===== config.mk =====
export PLATFORM = sky130hd
export DESIGN_NAME = id_stall_sequencer
export DESIGN_NICKNAME = d
export VERILOG_FILES = /design/src/rtl/id_stall_sequencer_pkg.sv /design/src/rtl/id_stall_sequencer_hazard_match.sv /design/src/rtl/id_stall_sequencer.sv
export SDC_FILE = /design/constraint.sdc
export NUM_CORES = 1
export LEC_CHECK = 0
export CAP_MARGIN = 20
export CORE_ASPECT_RATIO = 0.75
export CORE_MARGIN = 1.5
export CORE_UTILIZATION = 43
export CTS_CLUSTER_SIZE = 16
export DETAILED_ROUTE_END_ITERATION = 16
export PLACE_DENSITY = 0.79
export SLEW_MARGIN = 20
export SYNTH_ARGS = -nofsm -noshare
export SYNTH_HDL_FRONTEND = slang
export SYNTH_SLANG_ARGS = --single-unit

===== constraint.sdc =====
create_clock -name Clk -period 2.28 [get_ports Clk]
set_clock_uncertainty 0.15 [all_clocks]
set_input_delay 0.342 -clock Clk [delete_from_list [all_inputs] [get_ports Clk]]
set_output_delay 0.342 -clock Clk [all_outputs]
set_load 0.005 [all_outputs]

===== src/rtl/id_stall_sequencer_pkg.sv =====
// Shared definitions for the ID-stage stall sequencer: FSM states and stall lengths.
package id_stall_sequencer_pkg;

  typedef enum logic {
    ST_RUN   = 1'b0,
    ST_STALL = 1'b1
  } state_t;

  localparam int unsigned STALL_NONE  = 0;
  localparam int unsigned STALL_LU    = 1;
  localparam int unsigned STALL_BR_LD = 2;

endpackage


===== src/rtl/id_stall_sequencer_hazard_match.sv =====
// Source-operand vs. EX/MEM destination compare; register 0 never matches.
module hazard_match (
  input  logic [4:0] rs,
  input  logic [4:0] rt,
  input  logic       useRs,
  input  logic       useRt,
  input  logic [4:0] exRd,
  input  logic [4:0] memRd,
  output logic       depEx,
  output logic       depMem
);

  always_comb begin
    depEx  = (exRd != 5'd0) &&
             ((useRs && (rs == exRd)) || (useRt && (rt == exRd)));
    depMem = (memRd != 5'd0) &&
             ((useRs && (rs == memRd)) || (useRt && (rt == memRd)));
  end

endmodule


===== src/rtl/id_stall_sequencer.sv =====
// Counted stall / bubble / flush sequencer for the IF/ID/EX boundary around ID.
module id_stall_sequencer
  import id_stall_sequencer_pkg::*;
#(
  parameter int unsigned CNT_W     = 16,
  parameter int unsigned MAX_STALL = 2
) (
  input  logic             Clk,
  input  logic             Reset,
  input  logic [4:0]       ID_rs,
  input  logic [4:0]       ID_rt,
  input  logic             ID_use_rs,
  input  logic             ID_use_rt,
  input  logic             ID_branch,
  input  logic             ID_redirect,
  input  logic             IDEX_MemRead,
  input  logic             IDEX_RegWrite,
  input  logic [4:0]       IDEX_rd,
  input  logic             EXMEM_MemRead,
  input  logic [4:0]       EXMEM_rd,
  output logic             PCWrite,
  output logic             IFIDWrite,
  output logic             ControlMuxsignal,
  output logic             IFIDFlush,
  output logic             stall_busy,
  output logic [CNT_W-1:0] stall_cycles
);

  localparam int unsigned REM_W = $clog2(MAX_STALL + 1);

  logic             depEx;
  logic             depMem;
  state_t           state;
  state_t           stateNext;
  logic [REM_W-1:0] rem;
  logic [REM_W-1:0] remNext;
  logic [REM_W-1:0] need;
  logic [CNT_W-1:0] cnt;

  hazard_match uMatch (
    .rs    (ID_rs),
    .rt    (ID_rt),
    .useRs (ID_use_rs),
    .useRt (ID_use_rt),
    .exRd  (IDEX_rd),
    .memRd (EXMEM_rd),
    .depEx (depEx),
    .depMem(depMem)
  );

  always_comb begin
    need = REM_W'(STALL_NONE);
    if (ID_branch && IDEX_MemRead && depEx)
      need = REM_W'(STALL_BR_LD);
    else if (IDEX_MemRead && depEx)
      need = REM_W'(STALL_LU);
    else if (ID_branch && IDEX_RegWrite && depEx)
      need = REM_W'(STALL_LU);
    else if (ID_branch && EXMEM_MemRead && depMem)
      need = REM_W'(STALL_LU);
  end

  // The RUN cycle that detects the hazard is the first bubble; STALL holds
  // the remaining need-1 bubbles, so rem counts bubbles still owed in STALL.
  always_comb begin
    stateNext        = state;
    remNext          = rem;
    PCWrite          = 1'b1;
    IFIDWrite        = 1'b1;
    ControlMuxsignal = 1'b0;
    IFIDFlush        = 1'b0;
    if (!Reset) begin
      unique case (state)
        ST_RUN: begin
          if (need != '0) begin
            PCWrite          = 1'b0;
            IFIDWrite        = 1'b0;
            ControlMuxsignal = 1'b1;
            if (need > REM_W'(1)) begin
              stateNext = ST_STALL;
              remNext   = need - REM_W'(1);
            end
          end else if (ID_redirect) begin
            IFIDFlush = 1'b1;
          end
        end
        ST_STALL: begin
          PCWrite          = 1'b0;
          IFIDWrite        = 1'b0;
          ControlMuxsignal = 1'b1;
          remNext          = rem - REM_W'(1);
          if (rem <= REM_W'(1)) begin
            stateNext = ST_RUN;
            remNext   = '0;
          end
        end
        default: begin
          stateNext = ST_RUN;
          remNext   = '0;
        end
      endcase
    end
  end

  always_ff @(posedge Clk) begin
    if (Reset) begin
      state <= ST_RUN;
      rem   <= '0;
      cnt   <= '0;
    end else begin
      state <= stateNext;
      rem   <= remNext;
      if (ControlMuxsignal && (cnt != '1))
        cnt <= cnt + CNT_W'(1);
    end
  end

  assign stall_busy   = (state == ST_STALL);
  assign stall_cycles = cnt;

endmodule


Word-level counts from Yosys, hierarchy flattened
Index checks and enable logic that the tools add are counted.
{ "word_totals": {"register_bits": 19, "output_inout_bits": 21, "word_cells": 58} }
{ "op_classes": {"n_addsub": 3, "n_lt_le_gt_ge": 2, "eq_ne": 7, "muxes": 22, "n_bitwise": 1, "reduce_logical": 20} }
{ "ops": {"columns": ["operator", "n"], "rows": [
  ["equality test 5 bit", 4],
  ["adder 16 x 1 -> 16 bit (second input constant)", 1],
  ["inequality test 16 bit (second input constant)", 1],
  ["logical AND 1 bit", 14],
  ["2-to-1 mux 1 bit", 14],
  ["nonzero test 5 bit", 2],
  ["2-to-1 mux 2 bit", 4],
  ["one-hot mux 1 bit (2 select lines)", 3],
  ["inequality test 2 bit (second input constant)", 2],
  ["one-hot mux 2 bit (2 select lines)", 1],
  ["subtractor 2 x 1 -> 2 bit (second input constant)", 2],
  ["greater-than comparator 2 x 1 -> 1 bit (second input constant)", 1],
  ["less-or-equal comparator 2 x 1 -> 1 bit (second input constant)", 1],
  ["logical OR 1 bit", 2],
  ["AND reduction 2 bit", 1],
  ["nonzero test 2 bit", 1],
  ["NOT 1 bit", 1]
]} }

Depth between registers and ports, before layout
Gate-level depths: netlist (run 1).
{ "depth": {"depth_word": 14, "mapped_depth": 9, "mapped_depth_nobuf": 7} }

Modules after synthesis
From an unflattened synthesis (run 1), not the netlist that was laid out.
{ "hier_totals": {"hier_cells": 141, "area_unflattened_um2": 1234.9} }
{ "by_module_without_submodules": {"columns": ["mod", "instances", "cells_per_inst", "area_each_um2", "seq_area_each_um2"], "rows": [
  ["id_stall_sequencer", 1, 107, 975.9, 380.4],
  ["hazard_match", 1, 34, 259.0, 0.0]
]} }

Worst setup path after synthesis (run 1)
Ideal clock, no wire load.
{ "synth_path": {"path_type": "input to output", "startpoint": "input EXMEM_rd[0]", "endpoint": "output PCWrite", "arrival_time_ps": 1650, "slack_ps": 138, "path_stages": 6, "path_buffers": 1, "path_cell_list": "or4_1 o211ai_1 a21o_2 nand3_1 nand2b_1 buf_4"} }
{ "synth_via": {"elab_chain_len": 13, "word_cells_on_any_way": 16} }
{ "synth_lines": {"columns": ["item", "line_no", "source"], "rows": [
  ["start: declaration", "id_stall_sequencer.sv:20", "input logic [4:0] EXMEM_rd,"],
  ["equality test 5 bit", "id_stall_sequencer_hazard_match.sv:17", "((useRs && (rs == memRd)) || (useRt && (rt == memRd)));"],
  ["logical AND 1 bit", "id_stall_sequencer_hazard_match.sv:17", null],
  ["logical OR 1 bit", "id_stall_sequencer_hazard_match.sv:17", null],
  ["logical AND 1 bit *", "id_stall_sequencer_hazard_match.sv:16", "depMem = (memRd != 5'd0) &&"],
  ["logical AND 1 bit *", "id_stall_sequencer.sv:59", "else if (ID_branch && EXMEM_MemRead && depMem)"],
  ["2-to-1 mux 1 bit *", "id_stall_sequencer.sv:59", null],
  ["2-to-1 mux 1 bit *", "id_stall_sequencer.sv:57", "else if (ID_branch && IDEX_RegWrite && depEx)"],
  ["2-to-1 mux 1 bit *", "id_stall_sequencer.sv:55", "else if (IDEX_MemRead && depEx)"],
  ["2-to-1 mux 2 bit *", "id_stall_sequencer.sv:53", "if (ID_branch && IDEX_MemRead && depEx)"],
  ["nonzero test 2 bit *", "id_stall_sequencer.sv:75", "if (need != '0) begin"],
  ["2-to-1 mux 1 bit *", null, null],
  ["one-hot mux 1 bit (2 select lines) *", null, null],
  ["2-to-1 mux 1 bit *", null, null],
  ["end: declaration", "id_stall_sequencer.sv:21", "output logic PCWrite,"]
]} }
Every way passes the cells marked *; elsewhere a longest branch is shown, timed or not.

Final worst setup path (run 1)
{ "layout_path": {"startpoint": "input EXMEM_rd[3]", "endpoint": "output IFIDFlush"} }
{ "layout_via": {"elab_chain_len": 13, "word_cells_on_any_way": 16} }
{ "layout_lines": {"columns": ["item", "line_no", "source"], "rows": [
  ["equality test 5 bit", "id_stall_sequencer_hazard_match.sv:17", null],
  ["logical AND 1 bit", "id_stall_sequencer_hazard_match.sv:17", null],
  ["logical OR 1 bit", "id_stall_sequencer_hazard_match.sv:17", null],
  ["logical AND 1 bit *", "id_stall_sequencer_hazard_match.sv:16", null],
  ["logical AND 1 bit *", "id_stall_sequencer.sv:59", null],
  ["2-to-1 mux 1 bit *", "id_stall_sequencer.sv:59", null],
  ["2-to-1 mux 1 bit *", "id_stall_sequencer.sv:57", null],
  ["2-to-1 mux 1 bit *", "id_stall_sequencer.sv:55", null],
  ["2-to-1 mux 2 bit *", "id_stall_sequencer.sv:53", null],
  ["nonzero test 2 bit *", "id_stall_sequencer.sv:75", null],
  ["2-to-1 mux 1 bit *", "id_stall_sequencer.sv:75", null],
  ["2-to-1 mux 1 bit *", "id_stall_sequencer.sv:73", "unique case (state)"],
  ["2-to-1 mux 1 bit *", "id_stall_sequencer.sv:72", "if (!Reset) begin"],
  ["end: declaration", "id_stall_sequencer.sv:24", "output logic IFIDFlush,"]
]} }
Marked as above.

==> reports/results.md, run 1 <==
| Result | Value |
|---|---|
| Destination of the worst register-to-register timing path | stall_cycles[9] |
| Leakage power figure | 0.0008500 uW |
| Switching power as a share of total power | 25.84% |
| Data required time of the critical path | 1.79 ns |
| Launching point of the worst reg2reg path | stall_cycles[8] |
| Aggregate negative setup slack | 0 ns |
| Clock-pin slew reported for the worst setup and hold paths after clock tree synthesis | 0.07 ns |
| Highest clock frequency the design can meet | 442.6 MHz |
| Wire length per cell after detailed routing | 14.86 um |
| Die Ht | 50.37 um |
| Internal Power | 546.9 uW |
| Clk sinks | 19 |
| CP max stage delay | 0.51 ns |
| Library cell occupying the most area in the post-synthesis netlist | dfxtp_1 |
| Vias | 1,379 |
| Top cells by area in the synthesized netlist | dfxtp_1 (30%), xnor2_1 (10%), xor2_1 (5.4%) |
| Part of the Yosys area used for sequential elements | 29.57% |
| Worst Reg-to-Reg Cells | 8 |
| Number of antenna violations at the first check in global routing | 0 |
| Ports placed on the boundary | 50 |
| Number of cells produced by synthesis | 148 |
| Core Region | 2723 um2 |
| Total number of placement rows | 16 |
| Cell at the slowest stage of the critical path | or4_1 |
| Overall fraction of global-route tracks in use | 23.94% |
| Drt pass-1 iters | 4 |
| Power per cell area | 362.3 nW/um2 |
| TritonCTS clock tree | built |
| Worst-case clock buffer depth | 2 |
| Maximum number of pins on one net before global-route repair | 19 |
| IR Drop Worst-Case VDD | 0.2617 mV |
| Crit path cell chain | buf_6, or4_1, o211ai_1, a21o_2, nand3_4, buf_6, nor3b_2, buf_2 |
| Worst-path maximum fanout | 3 |
| Most used DFF post-synth | dfxtp_1 |
| Initial drt markers | 90 |
| Portion of total power attributed to the clock network | 32.6% |
| Placer Congestion | 1.014 |
| Synthesized area divided by synthesized cell count | 8.691 um2 |
| Relative area change from synthesis to final layout | 58.27% |
| Launch point of the worst path | EXMEM_rd[3] |
| Fraction of synthesized cell area taken by the top area cell type | 29.57% |
| Number of max-capacitance violations reported | 0 |
| Antenna Nets Post-Route | 0 |
| Final WS setup | 0.02083 ns |
| Total count of hold-check failures in the final report | 0 |
| Relative contribution of sequential cells to total power | 45.4% |
| Placed cell count | 248 |
| Total standard cell area after synthesis | 1286 um2 |
| Relative slew slack | 78.62% |
| Capture point of the worst path | IFIDFlush |
| Placed wire-length estimate after detailed placement | 2943 um |
| Final cell area excluding filler cells | 2036 um2 |
| Latest clock arrival within the worst-skew pair | 0.26 ns |
| Library cell used as clock root buffer | clkbuf_8 |
| Final setup viols | 0 |
| Period utilization | 99.09% |
| Layout Nets | 251 |
| Unrepaired setup endpoints after global routing | yes |
| Tightest Pin Transition | 0.3165 ns |
| DR DRC count | 0 |
| Final non-filler cell total | 256 |
| Worst EP arrival | 1.77 ns |
| Net count after synthesis | 178 |
| Most used cell along the critical path | buf_6 |
| Async set-or-reset flop fraction in the synthesized netlist | 0% |
| Count of input and output buffers | 49 |
| Final Max Tran Viols | 0 |
| First-pass GRT wire length | 6175 um |
| Count leader, synth | dfxtp_1 |
| Tmin final | 2.259 ns |
| Routed wire length | 3805 um |
| Via count of the first global-routing pass | 1,330 |
| Logic gate share of total power | 22.0% |
| Clock buffer count from CTS | 3 |
| Class of the most critical setup path | in -> out |
| Fraction of layout instances using a drive strength above 1 | 32.27% |
| Die W | 66.16 um |
| Number of H-tree branching levels | 1 |
| Final hold slack | 0.3350 ns |
| CP startpoint kind | input pin |
| Endpoint kind of the worst setup timing path | output port |
| Grt total ovfl | 0 |
| Placed Area | 1944 um2 |
| Final antenna diode count | 0 |
| Switching component of the power | 190.6 uW |
| EDFF count, synth | 0 |
| Placement-stage worst setup slack | -0.7412 ns |
| Count of state elements after synthesis | 19 |
| Drt via density | 5.387 |
| Synthesis warning total | 0 |
| Distinct cell type count of the synthesized netlist | 41 |
| Reg-to-reg setup timing slack | 0.06 ns |
| Outcome | completed |
| Effective utilization at floorplan | 47.24% |
| Die footprint | 3332 um2 |
| Most frequent cells after synthesis | dfxtp_1 (19), nor2_1 (15), xnor2_1 (15) |
| Type of the worst min-delay path | reg -> reg |
-- through the flow --
step | util (%) | power (uW)
floorplan | - | 401.8
global placement | 71.42 | 495.9
detailed placement | 71.42 | 500.2
CTS | 74.03 | 733.9
global route | 74.77 | 764.2
finish | 74.77 | 737.5
-- power groups by stage --
stage          clock, uW  combinational [uW]  sequential [uW]
3_3_place_gp           0                 153              343
5_1_grt              256                 173              335
3_5_place_dp           0                 157              343
2_1_floorplan          0                59.2              343
4_1_cts              242                 156              335
6_report             240                 162              335
-- layout make-up --
class	instances	area, um2
clock buffer	3	41.29
clock inverter	1	5.005
fill	222	686.9
inverter	3	11.26
multi-input combinational	120	922.1
sequential	19	381.6
tap	36	45.04
timing repair buffer	74	629.4
-- what timing repair did --
action | CTS | global route
hold buffers | 0 | 0
endpoints found under the setup margin | 18 | 14
pin swaps | 14 | 12
buffers inserted | 2 | 2
resized for setup | 62 | 23
-- layer usage --
layer | wire (um) | part of all wire (%) | global-route usage (%) | vias up
met1 | 1796 | 47 | 31.72 | 668
met5 | 0 | 0 | 0 | -
met4 | 57 | 1.5 | 3.741 | 0
met2 | 1826 | 48 | 40.83 | 31
met3 | 125 | 3.3 | 4.933 | 6
li1 | - | - | - | 674
-- worst min-delay path by stage --
stage / startpoint / endpoint / slack [ns] / cells past startpoint
floorplan: rem[0] / rem[0] / 0.30 / 2
global placement: rem[0] / rem[0] / 0.31 / 2
detailed placement: rem[0] / rem[0] / 0.32 / 2
CTS: rem[0] / rem[0] / 0.33 / 2
global route: rem[1] / rem[1] / 0.36 / 1
finish: rem[0] / rem[0] / 0.34 / 2
-- cells in the final DEF, fill, tap and decap left out, types with 7 or more instances in the layout --
master	n
nor2_1	15
nand3_1	7
clkbuf_2	7
xor2_1	7
dfxtp_1	18
clkdlybuf4s50_1	25
nor2b_1	8
buf_6	7
a21oi_1	7
buf_4	20
xnor2_1	13
-- flip-flops by register name, indices dropped and copies added (netlist names) --
name          flops
rem               2
stall_cycles     16
stall_busy        1
-- kinds of logic (layout without fill, tap and decap cells) --
family | after synthesis | count (layout) | synth area share, %
AOI/OAI and AO/OA | 21 | 21 | 13.04
buffers and inverters | 9 | 81 | 3.599
adders and majority gates | 1 | 1 | 0.9726
DFF | 19 | 19 | 29.57
muxes | 8 | 8 | 7.490
xor gates and xnor gates | 23 | 23 | 15.66
and+or+nand+nor | 67 | 67 | 29.67
-- critical path: cells and delay by family --
family,cells,cell delay (ns)
and+or+nand+nor,3,0.73
AOI/OAI and AO/OA,2,0.33
buffers and inverters,3,0.37
(Power assumes the default switching activity.)
==> run 2, diff against run 1 <==
--- a/config.mk
+++ b/config.mk
@@ -11,8 +11,9 @@
 export CORE_UTILIZATION = 43
 export CTS_CLUSTER_SIZE = 16
 export DETAILED_ROUTE_END_ITERATION = 16
-export PLACE_DENSITY = 0.79
+export PLACE_DENSITY = 0.86
 export SLEW_MARGIN = 20
 export SYNTH_ARGS = -nofsm -noshare
 export SYNTH_HDL_FRONTEND = slang
+export SYNTH_HIERARCHICAL = 1
 export SYNTH_SLANG_ARGS = --single-unit
==> reports/results.md, run 2 <==
| Result | Value | Delta |
|---|---|---|
| Outcome | finished with violations |  |
| Violated checks | negative setup slack |  |
| Overall Power | 747.1 uW | +1.3% |
| Type of the worst min-delay path | reg -> reg |  |
| Number of max-capacitance violations reported | 0 | unchanged |
| Count of input and output buffers | 49 | unchanged |
| Cell at the slowest stage of the critical path | nor4_2 |  |
| Via count of the first global-routing pass | 1,384 | +4.1% |
| Number of H-tree branching levels | 1 | unchanged |
| Class of the most critical setup path | in -> reg |  |
| Net count after synthesis | 171 | -3.9% |
| Layout filler cell count | 146 | -34% |
| Unrepaired setup endpoints after global routing | yes |  |
| Latest clock arrival within the worst-skew pair | 0.27 ns | about the same |
| Core Region | 2663 um2 | -2.2% |
| Hold path start | rem[1] |  |
| Largest delay contributor family on the critical path | simple AND/OR/NAND/NOR gates |  |
| Worst path buffer plus inverter count | 4 | +1 |
| Fraction of synthesized cell area taken by the top area cell type | 30.80% | +1.2 points |
| Synthesized area divided by synthesized cell count | 8.758 um2 | +0.78% |
| Part of the Yosys area used for sequential elements | 30.80% | +1.2 points |
| Placer Congestion | 1.003 | -1.1% |
| Most used cell along the critical path | buf_6 |  |
| Clk sinks | 19 | unchanged |
| Flip-flop count of the largest register after layout | 16 | unchanged |
| Library cell used as clock root buffer | clkbuf_8 |  |
| Final antenna diode count | 0 | unchanged |
| Placed wire-length estimate after detailed placement | 2936 um | -0.23% |
| Relative area change from synthesis to final layout | 74.37% |  |
| Most frequent cells after synthesis | dfxtp_1 (19), nor2_1 (17), xor2_1 (17) |  |
| Grt total ovfl | 0 | unchanged |
| Count leader, synth | dfxtp_1 |  |
| Initial drt markers | 86 | -4.4% |
| Leakage power figure | 0.0007599 uW | -11% |
| Endpoint kind of the worst setup timing path | flip-flop |  |
| Launching point of the worst reg2reg path | stall_cycles[5] |  |
| Final Max Tran Viols | 0 | unchanged |
| Total number of placement rows | 16 | unchanged |
| Number of cells produced by synthesis | 141 | -4.7% |
| Maximum number of pins on one net before global-route repair | 22 | +3 |
| Number of antenna violations at the first check in global routing | 0 | unchanged |
| Worst-case clock buffer depth | 2 | unchanged |
| Synthesis warning total | 6 | +6 |
| Fraction of layout instances using a drive strength above 1 | 38.60% | +6.3 points |
| Effective utilization at floorplan | 46.38% | -0.86 points |
| Leading cell types in the layout, fill and taps excluded | clkdlybuf4s50_1 (25), dfxtp_1 (19), buf_4 (18), nor2_1 (16), xor2_1 (14) |  |
| Die W | 64.88 um | -1.9% |
| Most used DFF post-synth | dfxtp_1 |  |
| Power per cell area | 347.0 nW/um2 | -4.2% |
| TritonCTS clock tree | built |  |
| Antenna Nets Post-Route | 0 | unchanged |
| Layout Nets | 246 | -2.0% |
| Aggregate negative setup slack | -2.884 ns | -2.884 ns |
| CP max stage delay | 0.30 ns | -0.21 ns |
| Top cells by area in the synthesized netlist | dfxtp_1 (31%), xor2_1 (12%), xnor2_1 (11%) |  |
| Async set-or-reset flop fraction in the synthesized netlist | 0% | unchanged |
| EDFF count, synth | 0 | unchanged |
| Worst EP arrival | 2.59 ns | +0.82 ns |
| Drt pass-1 iters | 4 | unchanged |
| Final setup viols | 19 | +19 |
| Tightest Pin Transition | 0.5009 ns | +0.1844 ns |
| Distinct cell type count of the synthesized netlist | 36 | -12% |
| Reg-to-reg setup timing slack | -0.08 ns | -0.14 ns |
| Highest clock frequency the design can meet | 387.7 MHz | -12% |
| Final WS setup | -0.2995 ns | -0.3204 ns |
| Period utilization | 113.1% | +14 points |
| Clock buffer count from CTS | 3 | unchanged |
| Relative slew slack | 66.51% | -12 points |
| Worst Reg-to-Reg Cells | 6 | -2 |
| Clock-pin slew reported for the worst setup and hold paths after clock tree synthesis | 0.08 ns | about the same |
| Crit path cell chain | buf_6, buf_6, xor2_2, nor4_2, nand3_1, a21oi_2, a21oi_2, buf_4, a2bb2oi_4, buf_6, nor3_4, nand4_1, mux2_2 |  |
| First-pass GRT wire length | 7010 um | +14% |
| Total count of hold-check failures in the final report | 0 | unchanged |
| Total standard cell area after synthesis | 1235 um2 | -4.0% |
| CP startpoint kind | input pin |  |
| DR DRC count | 0 | unchanged |
| Count of state elements after synthesis | 19 | unchanged |
| Worst-path maximum fanout | 6 | +3 |
| Die Ht | 49.41 um | -1.9% |
| Tmin final | 2.580 ns | +0.3204 ns |
| Destination of the worst register-to-register timing path | stall_cycles[9] |  |
| Data required time of the critical path | 2.29 ns | +0.50 ns |
| Ports placed on the boundary | 50 | unchanged |
| IR Drop Worst-Case VDD | 0.3566 mV | +36% |
| Die footprint | 3206 um2 | -3.8% |
| Hold Path Depth | 1 | -1 |
| Library cell occupying the most area in the post-synthesis netlist | dfxtp_1 |  |
| Drt via density | 5.729 | +6.4% |
| Hold Path End | rem[1] |  |
| Most frequent standard cell in the layout excluding fill and tap cells | clkdlybuf4s50_1 |  |
| Overall fraction of global-route tracks in use | 29.14% | +5.2 points |
| Routed wire length | 5142 um | +35% |
| Wire length per cell after detailed routing | 20.49 um | +38% |
| Vias | 1,438 | +4.3% |
[run 2: cell types whose count changed in the layout (fill, tap and decap cells not counted), sizes merged, moves of 4 or more]
cell | before | now
and3 | 7 | 1
buf | 33 | 39
mux2 | 7 | 2
nor2b | 8 | 4
nor4 | 2 | 11
xor2 | 8 | 17
[run 2: what timing repair did]
item	4_1_cts	5_1_grt
buffers inserted	2	3
gates resized for setup	87	37
setup endpoints to repair	20	20
pin swaps	35	20
hold buffers	0	0
[run 2: worst reg2reg max path, stage by stage, from the launching register on]
cell and delay, ns:
dfxtp_1 0.54, nand4_2 0.30, nor4_2 0.52, buf_4 0.39, nor4_4 0.09, xnor2_1 0.20, nor2_1 0.06
[run 2: cell type report]
cell class                 count  area [um2]  share of cell area, %
clock buffer                   4       45.04                  2.092
timing repair buffer          75       640.6                  29.75
inverter                       2       7.507                 0.3486
multi-input combinational    115        1035                  48.05
sequential                    19       380.4                  17.66
tap                           36       45.04                  2.092
[run 2: cell families (layout without fill, tap and decap cells)]
| group | after synthesis | in the layout | share of synthesized area (%) |
|---|---|---|---|
| and+or+nand+nor | 69 | 69 | 33.33 |
| xor gates and xnor gates | 32 | 32 | 22.70 |
| DFF | 19 | 19 | 30.80 |
| AOI/OAI and AO/OA | 11 | 11 | 6.687 |
| buffers and inverters | 7 | 81 | 3.648 |
| muxes | 2 | 2 | 1.824 |
| adders and majority gates | 1 | 1 | 1.013 |
[run 2: worst max path at each step]
stage               slack (ns)  cells after the start          endpoint  startpoint
finish                   -0.30                     13  stall_cycles[11]  IDEX_rd[2]
global route             -0.37                     13  stall_cycles[11]  IDEX_rd[2]
CTS                      -0.17                     11  ControlMuxsignal  IDEX_rd[2]
detailed placement       -0.91                     10  ControlMuxsignal    ID_rt[1]
global placement         -0.88                      8         IFIDFlush  IDEX_rd[1]
floorplan                 0.03                     10   stall_cycles[8]    ID_rs[1]
[run 2: metrics by stage]
stage	cells	instance area [um2]	hold WS, ns	setup slack, ns	utilization, %
after floorplan	141	1235	0.3143	0.02891	-
after global placement	242	1891	0.3241	-0.8842	71.01
after detailed placement	242	1891	0.3375	-0.9141	71.01
after CTS	248	2057	0.3475	-0.1650	77.26
after global routing	251	2153	0.3668	-0.3686	80.87
final	251	2153	0.3487	-0.2995	80.87
[run 2: report_power, final]
group          internal [uW]  switching (uW)  total, uW
sequential               333            1.64        334
clock                    125             123        247
combinational           86.6            78.8        165
[run 2: metal layers]
metal,track usage [%],up-vias,part of all wire (%)
met5,0,-,0
met4,6.383,0,1.7
met3,6.236,13,8.0
met2,48.97,93,50
met1,38.34,682,40
li1,-,650,-
==> run 3, diff against run 2 <==
--- a/config.mk
+++ b/config.mk
@@ -12,6 +12,7 @@
 export CTS_CLUSTER_SIZE = 16
 export DETAILED_ROUTE_END_ITERATION = 16
 export PLACE_DENSITY = 0.86
+export SETUP_SLACK_MARGIN = 0.1
 export SLEW_MARGIN = 20
 export SYNTH_ARGS = -nofsm -noshare
 export SYNTH_HDL_FRONTEND = slang
==> reports/results.md, run 3 (synthesis gave the netlist of run 2 again) <==
| Result | Value | Delta |
|---|---|---|
| Maximum number of pins on one net before global-route repair | 19 | -14% |
| Clock-pin slew reported for the worst setup and hold paths after clock tree synthesis | 0.07 ns | about the same |
| Final Max Tran Viols | 0 | unchanged |
| Placed wire-length estimate after detailed placement | 2958 um | +0.77% |
| Reg-to-reg setup timing slack | -0.07 ns | about the same |
| Overall Power | 764.0 uW | +2.3% |
| IR Drop Worst-Case VDD | 0.4888 mV | +37% |
| Final WS setup | -0.3995 ns | -0.09992 ns |
| Leading cell types in the layout, fill and taps excluded | clkdlybuf4s50_1 (25), dfxtp_1 (19), buf_6 (16), buf_4 (16), nor2_1 (14) |  |
| Outcome | finished with violations |  |
| Layout filler cell count | 120 | -18% |
| Ports placed on the boundary | 50 | unchanged |
| Vias | 1,476 | +2.6% |
| Routed wire length | 5420 um | +5.4% |
| Flip-flop count of the largest register after layout | 16 | unchanged |
| Clk sinks | 19 | unchanged |
| Tmin final | 2.679 ns | +0.09993 ns |
| Uppermost layer routed | met4 |  |
| Most frequent standard cell in the layout excluding fill and tap cells | clkdlybuf4s50_1 |  |
| Highest clock frequency the design can meet | 373.2 MHz | -3.7% |
| Number of cells on the critical path | 14 | +1 |
| Effective utilization at floorplan | 46.38% | unchanged |
| Worst Reg-to-Reg Cells | 6 | unchanged |
| Violated checks | negative setup slack |  |
| Library cell used as clock root buffer | clkbuf_8 |  |
| Launching point of the worst reg2reg path | stall_cycles[5] |  |
| Number of max-capacitance violations reported | 0 | unchanged |
| Drt via density | 5.834 | +1.8% |
| CP startpoint kind | input pin |  |
| First-pass GRT wire length | 7969 um | +14% |
| Worst EP arrival | 2.68 ns | +0.09 ns |
| Multi-input gate area in the final layout | 1100 um2 | +6.3% |
| Die footprint | 3206 um2 | unchanged |
| Hold buffer count at CTS | 0 | unchanged |
| Number of H-tree branching levels | 1 | unchanged |
| Type of the worst min-delay path | reg -> reg |  |
| Cell at the slowest stage of the critical path | mux2_4 |  |
| Portion of total power attributed to the clock network | 31.8% | -1.3 points |
| Hold Path Depth | 2 | +1 |
| Crit path cell chain | buf_2, buf_6, xor2_1, nor4_2, nand3_1, a21oi_2, a22o_1, buf_6, a2bb2oi_4, buf_6, buf_6, nor3_4, nand3_2, mux2_4 |  |
| Grt total ovfl | 0 | unchanged |
| Hold path start | rem[0] |  |
| Tightest Pin Transition | 0.5005 ns | -0.0004441 ns |
| Worst-path maximum fanout | 4 | -2 |
| TritonCTS clock tree | built |  |
| Worst path buffer plus inverter count | 5 | +1 |
| Total number of placement rows | 16 | unchanged |
| Aggregate negative setup slack | -4.824 ns | -1.940 ns |
| Count of input and output buffers | 49 | unchanged |
| DR DRC count | 0 | unchanged |
| Wire length per cell after detailed routing | 21.42 um | +4.6% |
| Worst-case clock buffer depth | 2 | unchanged |
| Internal Power | 558.1 uW | +2.6% |
| Layout Nets | 248 | +0.81% |
| Relative slew slack | 66.36% | -0.15 points |
| CP max stage delay | 0.32 ns | +0.02 ns |
| Placer Congestion | 0.7986 | -20% |
| Logic gate share of total power | 24.4% | +2.3 points |
| Core Region | 2663 um2 | unchanged |
| Sequential cell area | 380.4 um2 | unchanged |
| Fraction of layout instances using a drive strength above 1 | 44.24% | +5.6 points |
| Final Util | 86.75% | +5.9 points |
| Data required time of the critical path | 2.28 ns | about the same |
| Destination of the worst register-to-register timing path | stall_cycles[4] |  |
| Clock buffer count from CTS | 3 | unchanged |
| Power per cell area | 330.8 nW/um2 | -4.7% |
| Post-Route M1 WL | 2137 um | +4.1% |
| Overall fraction of global-route tracks in use | 33.32% | +4.2 points |
| Endpoint kind of the worst setup timing path | flip-flop |  |
| Antenna Nets Post-Route | 0 | unchanged |
| Latest clock arrival within the worst-skew pair | 0.27 ns | about the same |
| Class of the most critical setup path | in -> reg |  |
| Final hold slack | 0.3558 ns | +0.007103 ns |
| Leakage power figure | 0.0007996 uW | +5.2% |
| Number of antenna violations at the first check in global routing | 0 | unchanged |
| Period utilization | 117.5% | +4.4 points |
| Die W | 64.88 um | unchanged |
| Initial drt markers | 103 | +20% |
| Final antenna diode count | 0 | unchanged |
| Via count of the first global-routing pass | 1,591 | +15% |
| Placement-stage worst setup slack | -0.9502 ns | -0.03603 ns |
| Relative area change from synthesis to final layout | 87.03% |  |
| Switching component of the power | 205.9 uW | +1.4% |
| Hold Path End | rem[0] |  |
| Routed length on met3 | 364 um | -11% |
| Drt pass-1 iters | 4 | unchanged |
| Relative contribution of sequential cells to total power | 43.8% | -1.0 points |
| Switching power as a share of total power | 26.95% | -0.22 points |
| Most used cell along the critical path | buf_6 |  |
| Met2 routed wirelength | 2665 um | +2.9% |
| Final setup viols | 19 | unchanged |
| Die Ht | 49.41 um | unchanged |
| Largest delay contributor family on the critical path | simple AND/OR/NAND/NOR gates |  |
| Total count of hold-check failures in the final report | 0 | unchanged |
| Unrepaired setup endpoints after global routing | yes |  |
[run 3: cell count changes in the layout (fill, tap and decap cells not counted), moves of 2 or more]
| cell | before | now |
|---|---|---|
| nor2_1 | 16 | 14 |
| clkbuf_2 | 5 | 2 |
| buf_4 | 18 | 16 |
| buf_2 | 11 | 8 |
| clkdlybuf4s15_2 | 0 | 2 |
| buf_12 | 0 | 2 |
| buf_6 | 9 | 16 |
[run 3: power groups by stage]
stage               Sequential, uW  Clock, uW  Combinational (uW)
CTS                            334        237                 163
finish                         335        243                 187
global route                   335        262                 193
floorplan                      342          0                51.4
global placement               342          0                 144
detailed placement             342          0                 149
[run 3: stage by stage]
stage,cell area [um2],std cells
finish,2310,253
global route,2310,253
CTS,2202,251
detailed placement,1938,242
global placement,1938,242
floorplan,1286,141
[run 3: layout make-up]
class,instances,area share (%)
clock buffers,4,1.950
inverters,2,0.4334
multi-input cells,115,47.62
flip-flops and latches,19,16.47
well taps,36,1.950
repair buffers,77,31.58
[run 3: repair_timing]
item,CTS,global route
pin swaps,48,34
buffers inserted,5,6
endpoints found under the setup margin,21,20
resized for setup,126,30
gates cloned,0,0
[run 3: worst register-to-register path: stages, from the launching register on]
cell     delay (ns)
dfxtp_1        0.49
nand4_2        0.25
nor4_2         0.56
buf_4          0.42
nor3_4         0.09
xnor2_1        0.19
nor2_1         0.08
[run 3: worst max path at each step]
stage | start | endpoint | slack (ns)
global route | ID_rt[2] | stall_cycles[13] | -0.43
finish | EXMEM_rd[1] | stall_cycles[13] | -0.40
detailed placement | IDEX_rd[1] | ControlMuxsignal | -0.95
floorplan | ID_rs[2] | stall_cycles[11] | 0.05
CTS | IDEX_rd[1] | stall_cycles[6] | -0.26
global placement | IDEX_rd[2] | IFIDFlush | -0.89
[run 3: routing by layer]
metal | vias to the layer above | GRT usage (%)
li1 | 654 | -
met1 | 710 | 36.13
met2 | 83 | 58.08
met3 | 29 | 9.238
met4 | 0 | 18.79
met5 | - | 0
